--- src/rtl/axi_llc_tag_req_gen.sv ---
// axi_llc_tag_req_gen
//
// Requester-side front end of the LLC tag storage. It turns hit/miss descriptors into tag store
// requests (Lookup, Flush, Bist) and derives the way indicator from the SPM lock and flushed
// vectors. It tracks outstanding requests in order and pairs each tag store response with the
// descriptor that caused it.
//
// Ports:
//   clk_i, rst_i                               clock, synchronous active-high reset
//   spm_lock_i, flushed_i                      ways configured as SPM / already flushed
//   desc_i, desc_valid_i, desc_ready_o         descriptor handshake
//   store_req_o, store_valid_o, store_ready_i  request to the tag store
//   store_res_i, store_valid_i, store_ready_o  response from the tag store
//   out_o, out_valid_o, out_ready_i            descriptor paired with its response
//   bist_start_i                               BIST request, level-sampled in Idle
//   bist_valid_i, bist_res_i                   BIST completion from the tag store
//   bist_busy_o, bist_done_o, bist_res_o       BIST status (done is a one-cycle pulse)

package axi_llc_tag_req_gen_pkg;

  typedef struct packed {
    int unsigned SetAssociativity;
    int unsigned IndexWidth;
    int unsigned TagWidth;
  } cfg_t;

  localparam cfg_t Cfg = '{SetAssociativity: 32'd4, IndexWidth: 32'd8, TagWidth: 32'd16};

  localparam int unsigned W = Cfg.SetAssociativity;

  typedef logic [W-1:0]                way_ind_t;
  typedef logic [Cfg.IndexWidth-1:0]   index_t;
  typedef logic [Cfg.TagWidth-1:0]     tag_t;

  typedef enum logic [1:0] {
    Lookup = 2'd0,
    Flush  = 2'd1,
    Bist   = 2'd2
  } tag_mode_e;

  typedef struct packed {
    index_t   index;
    tag_t     tag;
    logic     dirty;
    logic     flush;
    way_ind_t flush_way;
  } desc_t;

  typedef struct packed {
    tag_mode_e mode;
    way_ind_t  indicator;
    index_t    index;
    tag_t      tag;
    logic      dirty;
  } store_req_t;

  typedef struct packed {
    way_ind_t indicator;
    logic     hit;
    logic     evict;
    tag_t     evict_tag;
  } store_res_t;

  typedef struct packed {
    desc_t      desc;
    store_res_t res;
  } out_t;

endpackage

module axi_llc_tag_req_gen
  import axi_llc_tag_req_gen_pkg::*;
#(
  parameter int unsigned MaxOutstanding = 2
) (
  input  logic       clk_i,
  input  logic       rst_i,
  input  way_ind_t   spm_lock_i,
  input  way_ind_t   flushed_i,
  input  desc_t      desc_i,
  input  logic       desc_valid_i,
  output logic       desc_ready_o,
  output store_req_t store_req_o,
  output logic       store_valid_o,
  input  logic       store_ready_i,
  input  store_res_t store_res_i,
  input  logic       store_valid_i,
  output logic       store_ready_o,
  output out_t       out_o,
  output logic       out_valid_o,
  input  logic       out_ready_i,
  input  logic       bist_start_i,
  input  logic       bist_valid_i,
  input  way_ind_t   bist_res_i,
  output logic       bist_busy_o,
  output logic       bist_done_o,
  output way_ind_t   bist_res_o
);

  localparam int unsigned PtrW = (MaxOutstanding > 1) ? $clog2(MaxOutstanding) : 1;
  localparam int unsigned CntW = $clog2(MaxOutstanding + 1);

  typedef enum logic [1:0] {
    StIdle     = 2'd0,
    StBistReq  = 2'd1,
    StBistWait = 2'd2
  } state_e;

  // Tracking entry: bypass entries never see a tag store response.
  typedef struct packed {
    desc_t desc;
    logic  bypass;
  } fifo_entry_t;

  state_e      r_state;
  logic        r_valid;
  store_req_t  r_req;
  logic        r_bist_done;
  way_ind_t    r_bist_res;

  fifo_entry_t     r_fifo [MaxOutstanding];
  logic [PtrW-1:0] r_wr_ptr;
  logic [PtrW-1:0] r_rd_ptr;
  logic [CntW-1:0] r_cnt;

  logic        w_idle;
  logic        w_fifo_full;
  logic        w_fifo_empty;
  logic        w_desc_acc;
  logic        w_bypass;
  logic        w_push;
  logic        w_pop;
  way_ind_t    w_indicator;
  store_req_t  w_desc_req;
  store_req_t  w_bist_req;
  fifo_entry_t w_head;

  assign w_idle       = (r_state == StIdle);
  assign w_fifo_full  = (r_cnt == CntW'(MaxOutstanding));
  assign w_fifo_empty = (r_cnt == '0);

  // The output slot must be free or draining before a new descriptor can load it.
  assign desc_ready_o = !rst_i && w_idle && !bist_start_i && !w_fifo_full &&
                        (!r_valid || store_ready_i);
  assign w_desc_acc   = desc_valid_i && desc_ready_o;

  always_comb begin
    w_indicator = ~spm_lock_i & ~flushed_i;
    if (desc_i.flush) begin
      w_indicator = desc_i.flush_way;
    end
  end

  // A Lookup with no eligible way skips the tag store entirely.
  assign w_bypass = !desc_i.flush && (w_indicator == '0);

  always_comb begin
    w_desc_req           = '0;
    w_desc_req.mode      = Lookup;
    if (desc_i.flush) begin
      w_desc_req.mode = Flush;
    end
    w_desc_req.indicator = w_indicator;
    w_desc_req.index     = desc_i.index;
    w_desc_req.tag       = desc_i.tag;
    w_desc_req.dirty     = desc_i.dirty;
  end

  always_comb begin
    w_bist_req           = '0;
    w_bist_req.mode      = Bist;
    w_bist_req.indicator = '1;
  end

  // Control FSM, shared request slot and BIST status.
  always_ff @(posedge clk_i) begin
    if (rst_i) begin
      r_state     <= StIdle;
      r_valid     <= 1'b0;
      r_req       <= '0;
      r_bist_done <= 1'b0;
      r_bist_res  <= '0;
    end else begin
      r_bist_done <= 1'b0;
      unique case (r_state)
        StIdle: begin
          if (r_valid && store_ready_i) begin
            r_valid <= 1'b0;
          end
          if (w_desc_acc && !w_bypass) begin
            r_valid <= 1'b1;
            r_req   <= w_desc_req;
          end else if (bist_start_i && w_fifo_empty && !r_valid) begin
            r_valid <= 1'b1;
            r_req   <= w_bist_req;
            r_state <= StBistReq;
          end
        end
        StBistReq: begin
          if (store_ready_i) begin
            r_valid <= 1'b0;
            r_state <= StBistWait;
          end
        end
        StBistWait: begin
          if (bist_valid_i) begin
            r_bist_res  <= bist_res_i;
            r_bist_done <= 1'b1;
            r_state     <= StIdle;
          end
        end
        default: r_state <= StIdle;
      endcase
    end
  end

  assign store_valid_o = r_valid;
  assign store_req_o   = r_req;
  assign bist_busy_o   = (r_state != StIdle);
  assign bist_done_o   = r_bist_done;
  assign bist_res_o    = r_bist_res;

  // Response pairing: the head entry decides whether a response is consumed.
  assign w_head        = r_fifo[r_rd_ptr];
  assign out_valid_o   = !w_fifo_empty && (w_head.bypass || store_valid_i);
  assign store_ready_o = !w_fifo_empty && !w_head.bypass && out_ready_i;

  always_comb begin
    out_o.desc = w_head.desc;
    out_o.res  = store_res_i;
    if (w_head.bypass) begin
      out_o.res = '0;
    end
  end

  assign w_push = w_desc_acc;
  assign w_pop  = out_valid_o && out_ready_i;

  always_ff @(posedge clk_i) begin
    if (w_push) begin
      r_fifo[r_wr_ptr] <= '{desc: desc_i, bypass: w_bypass};
    end
  end

  always_ff @(posedge clk_i) begin
    if (rst_i) begin
      r_wr_ptr <= '0;
      r_rd_ptr <= '0;
      r_cnt    <= '0;
    end else begin
      if (w_push) begin
        r_wr_ptr <= (r_wr_ptr == PtrW'(MaxOutstanding - 1)) ? '0 : r_wr_ptr + 1'b1;
      end
      if (w_pop) begin
        r_rd_ptr <= (r_rd_ptr == PtrW'(MaxOutstanding - 1)) ? '0 : r_rd_ptr + 1'b1;
      end
      if (w_push && !w_pop) begin
        r_cnt <= r_cnt + 1'b1;
      end else if (!w_push && w_pop) begin
        r_cnt <= r_cnt - 1'b1;
      end
    end
  end

endmodule

--- config.mk ---
export PLATFORM = sky130hd
export DESIGN_NAME = axi_llc_tag_req_gen
export DESIGN_NICKNAME = d
export VERILOG_FILES = /design/src/rtl/axi_llc_tag_req_gen.sv
export SDC_FILE = /design/constraint.sdc
export NUM_CORES = 1
export LEC_CHECK = 0
export ABC_AREA = 1
export CAP_MARGIN = 20
export CORE_ASPECT_RATIO = 1.25
export CORE_MARGIN = 5
export CORE_UTILIZATION = 35
export CTS_CLUSTER_DIAMETER = 80
export DETAILED_ROUTE_END_ITERATION = 10
export GPL_TIMING_DRIVEN = 0
export PLACE_DENSITY = 0.67
export SETUP_SLACK_MARGIN = 0.1
export SLEW_MARGIN = 0
export SYNTH_ARGS = -nofsm -noshare
export SYNTH_HDL_FRONTEND = slang
export SYNTH_SLANG_ARGS = --single-unit
--- constraint.sdc ---
create_clock -name clk_i -period 6.11 [get_ports clk_i]
set_input_delay 1.5275 -clock clk_i [delete_from_list [all_inputs] [get_ports clk_i]]
set_output_delay 1.5275 -clock clk_i [all_outputs]
set_load 0.005 [all_outputs]
==> results of run 1 <==
[sequential cells by signal (all words and copies together), names as in the netlist, named ones only]
| name | flops |
|---|---|
| bist_done_o | 1 |
| bist_res_o | 4 |
| r_fifo | 62 |
| store_valid_o | 1 |
| r_rd_ptr | 1 |
| r_state | 2 |
| store_req_o | 31 |
| r_cnt | 2 |
| r_wr_ptr | 1 |
[stage by stage]
step	setup WS [ns]	hold slack [ns]	cells	util (%)
2_1_floorplan	2.16	0.440	375	-
3_5_place_dp	1.68	0.436	701	52.0
3_3_place_gp	0.745	0.433	699	51.5
5_1_grt	1.62	0.468	717	54.7
4_1_cts	1.67	0.446	717	54.7
6_report	1.68	0.442	717	54.7
[cell usage after synthesis]
| cell type | n | share of area, % |
|---|---|---|
| o2111a_1 | 1 | 0.27 |
| nand2_1 | 67 | 6.0 |
| mux2_2 | 30 | 8.0 |
| nand3b_1 | 1 | 0.18 |
| inv_1 | 43 | 3.8 |
| nor3_1 | 1 | 0.12 |
| inv_6 | 2 | 0.42 |
| o21ai_1 | 2 | 0.24 |
| o21a_1 | 1 | 0.18 |
| o2bb2ai_1 | 1 | 0.21 |
| nand2_4 | 2 | 0.53 |
| nor2_1 | 42 | 3.7 |
| buf_1 | 3 | 0.27 |
| edfxtp_1 | 62 | 44 |
| nor3b_1 | 1 | 0.18 |
| nor3_4 | 1 | 0.39 |
| inv_2 | 1 | 0.089 |
| nand3_1 | 2 | 0.24 |
| o22ai_1 | 2 | 0.30 |
| nand2_2 | 1 | 0.15 |
| o21ai_0 | 11 | 1.3 |
| a21oi_2 | 11 | 2.3 |
| a21oi_1 | 30 | 3.6 |
| ha_1 | 1 | 0.30 |
| nor2_2 | 2 | 0.30 |
| dfxtp_1 | 44 | 21 |
| clkbuf_1 | 5 | 0.45 |
| buf_6 | 5 | 1.3 |
[worst max path at each step]
stage,end,cells past startpoint
finish,desc_ready_o,6
global route,desc_ready_o,6
CTS,desc_ready_o,6
detailed placement,desc_ready_o,6
global placement,r_fifo[1][19],7
floorplan,r_fifo[1][0],6
[cells in the final DEF (no fill, tap or decap), types with 2 or more instances in the layout]
cell,count
clkbuf_16,9
clkinv_2,2
buf_1,3
nand3_1,2
nand2_1,67
nor2_4,2
o21ai_1,2
inv_6,2
a21oi_2,11
bufinv_16,2
o22ai_1,2
clkdlybuf4s50_1,163
a21oi_1,30
mux2_2,30
o21ai_0,11
nand2_4,2
clkbuf_1,6
edfxtp_1,62
dfxtp_1,44
nor2_1,40
buf_12,2
nor2_2,2
inv_1,43
buf_6,5
[report_power, final]
part | internal [mW] | switching [mW] | total, mW
sequential | 0.795 | 0.0191 | 0.814
combinational | 0.212 | 0.172 | 0.384
clock | 0.356 | 0.241 | 0.597
[metal layers]
layer,GRT usage (%),vias up,wire [um]
met5,0,-,0
met4,5.40,0,237
met3,3.56,19,578
met2,29.3,90,5920
met1,17.2,1524,4310
li1,-,1604,-
[worst reg2reg max path: stages (launching register included)]
cell and delay [ns]:
dfxtp_1 0.35, o21ai_1 0.50, o22ai_1 0.14, inv_1 0.10, nand2_1 0.11, ha_1 0.34, a21oi_1 0.11, o21ai_0 0.12
o21ai_0 0.24, a21oi_1 0.08
[logic make-up (layout without fill, tap and decap cells)]
family | count (synthesis) | in the layout | share of synthesized area (%)
adders and majority gates | 1 | 1 | 0.297
buffers and inverters | 59 | 240 | 6.39
and+or+nand+nor | 120 | 120 | 11.8
DFF | 106 | 106 | 65.1
muxes | 30 | 30 | 8.02
AOI/OAI and AO/OA | 59 | 59 | 8.35
[layout make-up]
cell class                      instances  area (sq um)  share of cell area, %
Tap cell                              161           201                   3.14
Buffer                                 13          86.3                   1.35
Multi-Input combinational cell        210          1210                   18.9
Clock buffer                           10           229                   3.57
Inverter                               46           183                   2.85
Clock inverter                          6          81.3                   1.27
Sequential cell                       106          2740                   42.8
Timing Repair Buffer                  165          1670                   26.1
==> impl_metrics.env, run 1 <==
export IMPL_ir_drop_uv=129
export IMPL_slowest_stage="clkdlybuf4s50_1"
export IMPL_cts_path_max_buffers=2
export IMPL_io_pins=165
export IMPL_grt_pass1_wl_mm=17.7
export IMPL_drt_iter0_drc=113
export IMPL_drc=0
export IMPL_maxSlewViolCount=0
export IMPL_period_share_pct=72.5
export IMPL_crit_family="buffers and inverters"
export IMPL_antenna_cells=0
export IMPL_slew_headroom_pct=44.9
export IMPL_p_leak_nw=2.31
export IMPL_tightest_slew_ns=0.827
export IMPL_fin_crit_ns=4.43
export IMPL_clkSinkCount=106
export IMPL_p_per_area_nw_per_um2=280
export IMPL_start_util_pct=35.9
export IMPL_critPathKind="in -> out"
export IMPL_dieArea_sq_um=14300
export IMPL_crit_path_start="store_ready_i"
export IMPL_r2r_end="r_cnt[1]"
export IMPL_crit_fanout=3
export IMPL_grt_overflow_total=0
export IMPL_syn_num_nets=448
export IMPL_design_area_sq_um=6410
export IMPL_clk_pin_slew_worst_paths_ns=0.07
export IMPL_port_buffers=163
export IMPL_start_kind="input pin"
export IMPL_whs_endpoint="bist_res_o[1]"
export IMPL_drt_total_wl_mm=11.0
export IMPL_vias_per_cell=4.51
export IMPL_drive_gt1_share_pct=13.1
export IMPL_root_buffer="clkbuf_16"
export IMPL_required_ns=4.58
export IMPL_crit_chain="clkdlybuf4s50_1 -> inv_1 -> nand2_1 -> o21ai_1 -> nor2_1 -> clkdlybuf4s50_1"
export IMPL_place_gp_congestion=0.859
export IMPL_hold_viol=0
export IMPL_ff2ff_setup_slack_ns=3.91
export IMPL_n_fill_cell=1041
export IMPL_path_buf_inv=3
export IMPL_antenna_found_initial=0
export IMPL_total_power_mw=1.79
export IMPL_postSynthAreaPerCell_sq_um=11.2
export IMPL_clk_latency_ns=0.34
export IMPL_core_rowCount=44
export IMPL_min_from="bist_res_o[1]"
export IMPL_max_stage_delay_ns=0.53
export IMPL_area_growth_pct=52.2
export IMPL_crit_top_cell="clkdlybuf4s50_1"
export IMPL_via_count=3237
export IMPL_setup_tns_ns=0
export IMPL_grt_pass1_vias=3495
export IMPL_die_y_um=133
export IMPL_nets=624
export IMPL_cts_tree="yes"
export IMPL_max_clock_freq_mhz=226
export IMPL_postCtsSetupRepairBufs=0
export IMPL_place_detailed_hpwl_mm=8.37
export IMPL_ys_ff_latch=106
export IMPL_grt_max_degree=23
export IMPL_cts_hold_buf=0
export IMPL_rsz0062_at_grt="no"
export IMPL_postRouteAntennaNets=0
export IMPL_syn_area_sq_um=4210
export IMPL_seq_area_frac_synth_pct=65.1
export IMPL_grt_usage_pct=15.7
export IMPL_min_path_type="reg -> reg"
export IMPL_htree_num_levels=3
export IMPL_synth_warnings=0
export IMPL_die_w_um=108
export IMPL_status="finished, final reports clean"
export IMPL_syn_inst=375
export IMPL_whs_path_depth=2
export IMPL_ys_types=28
export IMPL_clock_skew_ns=0.00834
export IMPL_placed_cell_area_sq_um=6100
export IMPL_setup_viol=0
export IMPL_numCtsBuffers=9
export IMPL_cp_end_kind="output port"
export IMPL_cap_violations=0
export IMPL_core_sq_um=11700
export IMPL_post_cts_resized=0
export IMPL_drtPass1Iterations=4
export IMPL_r2r_worst_path_cells=9
export IMPL_post_drt_wl_per_cell_um=15.4
export IMPL_cp_arrival_ns=2.90
(Power assumes the default switching activity.)
==> run 2, diff against run 1 <==
Settings changed: PLACE_DENSITY 0.67 to 0.69.
Clock period 6.11 ns to 3.61 ns, I/O delays scaled along.
==> run 2 against run 1 <==
Design area grew 0.27%; clock skew decreased by 0.00094 ns; non-clock buffer count unchanged; first-iteration DRC count is 1.8% lower; global-route usage is 0.37 points higher; critical path type unchanged; register-to-register slack lost 2.4 ns; critical path depth is the same; combinational power grew 71%; via count increased by 1.8%; die area unchanged.
==> impl_metrics.env, run 2 (synthesized netlist as in run 1, its figures left out) <==
export IMPL_status="finished, final reports clean"
export IMPL_dieArea_sq_um=14300
export IMPL_core_sq_um=11700
export IMPL_post_cts_resized=0
export IMPL_nets=624
export IMPL_grt_pass1_wl_mm=17.9
export IMPL_p_leak_nw=2.32
export IMPL_cts_tree="yes"
export IMPL_numCtsBuffers=9
export IMPL_antenna_cells=0
export IMPL_core_rowCount=44
export IMPL_multi_input_area_sq_um=1210
export IMPL_grt_overflow_total=0
export IMPL_start_util_pct=35.9
export IMPL_maxSlewViolCount=0
export IMPL_io_pins=165
export IMPL_drtPass1Iterations=5
export IMPL_slew_headroom_pct=47.4
export IMPL_ir_drop_uv=290
export IMPL_r2r_worst_path_cells=9
export IMPL_clk_pin_slew_worst_paths_ns=0.07
export IMPL_drt_iter0_drc=111
export IMPL_post_drt_wl_per_cell_um=16.1
export IMPL_layout_common_cells="163 x clkdlybuf4s50_1, 67 x nand2_1, 62 x edfxtp_1"
export IMPL_start_kind="input pin"
export IMPL_clkSinkCount=106
export IMPL_whs_path_depth=2
export IMPL_drive_gt1_share_pct=13.3
export IMPL_hold_viol=0
export IMPL_finalNonFillerCells=717
export IMPL_drt_total_wl_mm=11.5
export IMPL_cp_arrival_ns=2.29
export IMPL_via_count=3294
export IMPL_cts_path_max_buffers=2
export IMPL_clockPowerShare_pct=34.2
export IMPL_seq_area_sq_um=2740
export IMPL_postCtsSetupRepairBufs=0
export IMPL_setup_tns_ns=0
export IMPL_clock_skew_ns=0.00740
export IMPL_max_clock_freq_mhz=313
export IMPL_cp_end_kind="output port"
export IMPL_power_frac_seq_pct=44.6
export IMPL_port_buffers=163
export IMPL_n_fill_cell=1053
export IMPL_drc=0
export IMPL_setup_viol=0
export IMPL_p_switching_mw=0.758
export IMPL_utilization_pct=54.8
export IMPL_design_area_sq_um=6430
export IMPL_placed_cell_area_sq_um=6100
export IMPL_fin_crit_ns=3.19
export IMPL_antenna_found_initial=0
export IMPL_use_met3_pct=3.95
export IMPL_placedCellCount=701
export IMPL_area_growth_pct=52.6
export IMPL_htree_num_levels=3
export IMPL_grt_pass1_vias=3456
export IMPL_required_ns=2.71
export IMPL_p_per_area_nw_per_um2=481
export IMPL_vias_per_cell=4.59
export IMPL_rsz0062_at_grt="no"
export IMPL_place_ws_ns=0.427
export IMPL_grt_max_degree=27
export IMPL_fin_hold_ws_ns=0.447
export IMPL_worst_slack_ns=0.419
export IMPL_cts_hold_buf=0
export IMPL_crit_fanout=3
export IMPL_total_power_mw=3.09
export IMPL_cap_violations=0
export IMPL_top_usage_layer="met2"
export IMPL_top_register="r_fifo"
export IMPL_p_int_mw=2.33
export IMPL_root_buffer="clkbuf_16"
export IMPL_die_y_um=133
export IMPL_largest_register_ffs=62
export IMPL_min_path_type="reg -> reg"
export IMPL_postRouteAntennaNets=0
export IMPL_final_common_cell="clkdlybuf4s50_1"
export IMPL_die_w_um=108
export IMPL_grt_usage_pct=16.1
export IMPL_critPathKind="in -> out"
export IMPL_grt_use_met1_pct=18.3
export IMPL_clk_latency_ns=0.34
export IMPL_period_share_pct=88.4
export IMPL_place_detailed_hpwl_mm=8.63
export IMPL_tightest_slew_ns=0.789
export IMPL_ff2ff_setup_slack_ns=1.52
export IMPL_pwr_share_comb_pct=21.2
export IMPL_sw_frac_of_total_pct=24.5
export IMPL_place_gp_congestion=0.819
export IMPL_use_met2_pct=28.8
==> run 2: cell count changes in the layout (fill, tap and decap cells not counted), sizes merged <==
cell / change
inv: +1
clkinv: -1
==> run 2: worst paths after layout <==
check / from / end
min: bist_res_o[1] / bist_res_o[1]
min reg2reg: bist_res_o[1] / bist_res_o[1]
max reg2reg: register / r_cnt[1]
max: store_ready_i / desc_ready_o
==> run 2: final cells by class <==
type,instances,area share [%]
buffer,13,1.34
clock inverter,6,1.38
multi-input combinational,210,18.9
timing repair buffer,165,26.0
sequential,106,42.7
clock buffer,10,3.72
inverter,46,2.84
tap,161,3.13
==> run 2: worst max-delay path, cell delays in order <==
cell and delay [ns]:
clkdlybuf4s50_1 0.49, inv_1 0.08, nand2_1 0.06, o21ai_1 0.11
nor2_1 0.12, clkdlybuf4s50_1 0.54
==> run 2: layer usage <==
layer,share of wire [%],vias to the layer above
met3,5.3,19
met5,0,-
met2,53,98
met4,2.1,0
li1,-,1605
met1,40,1572
==> run 2: power by group through the flow <==
stage          Combinational (mW)  Clock (mW)  Sequential, mW
2_1_floorplan               0.282           0            1.40
3_3_place_gp                0.645           0            1.40
3_5_place_dp                0.664           0            1.41
4_1_cts                     0.668        1.08            1.38
5_1_grt                     0.714        1.14            1.38
6_report                    0.656        1.06            1.38
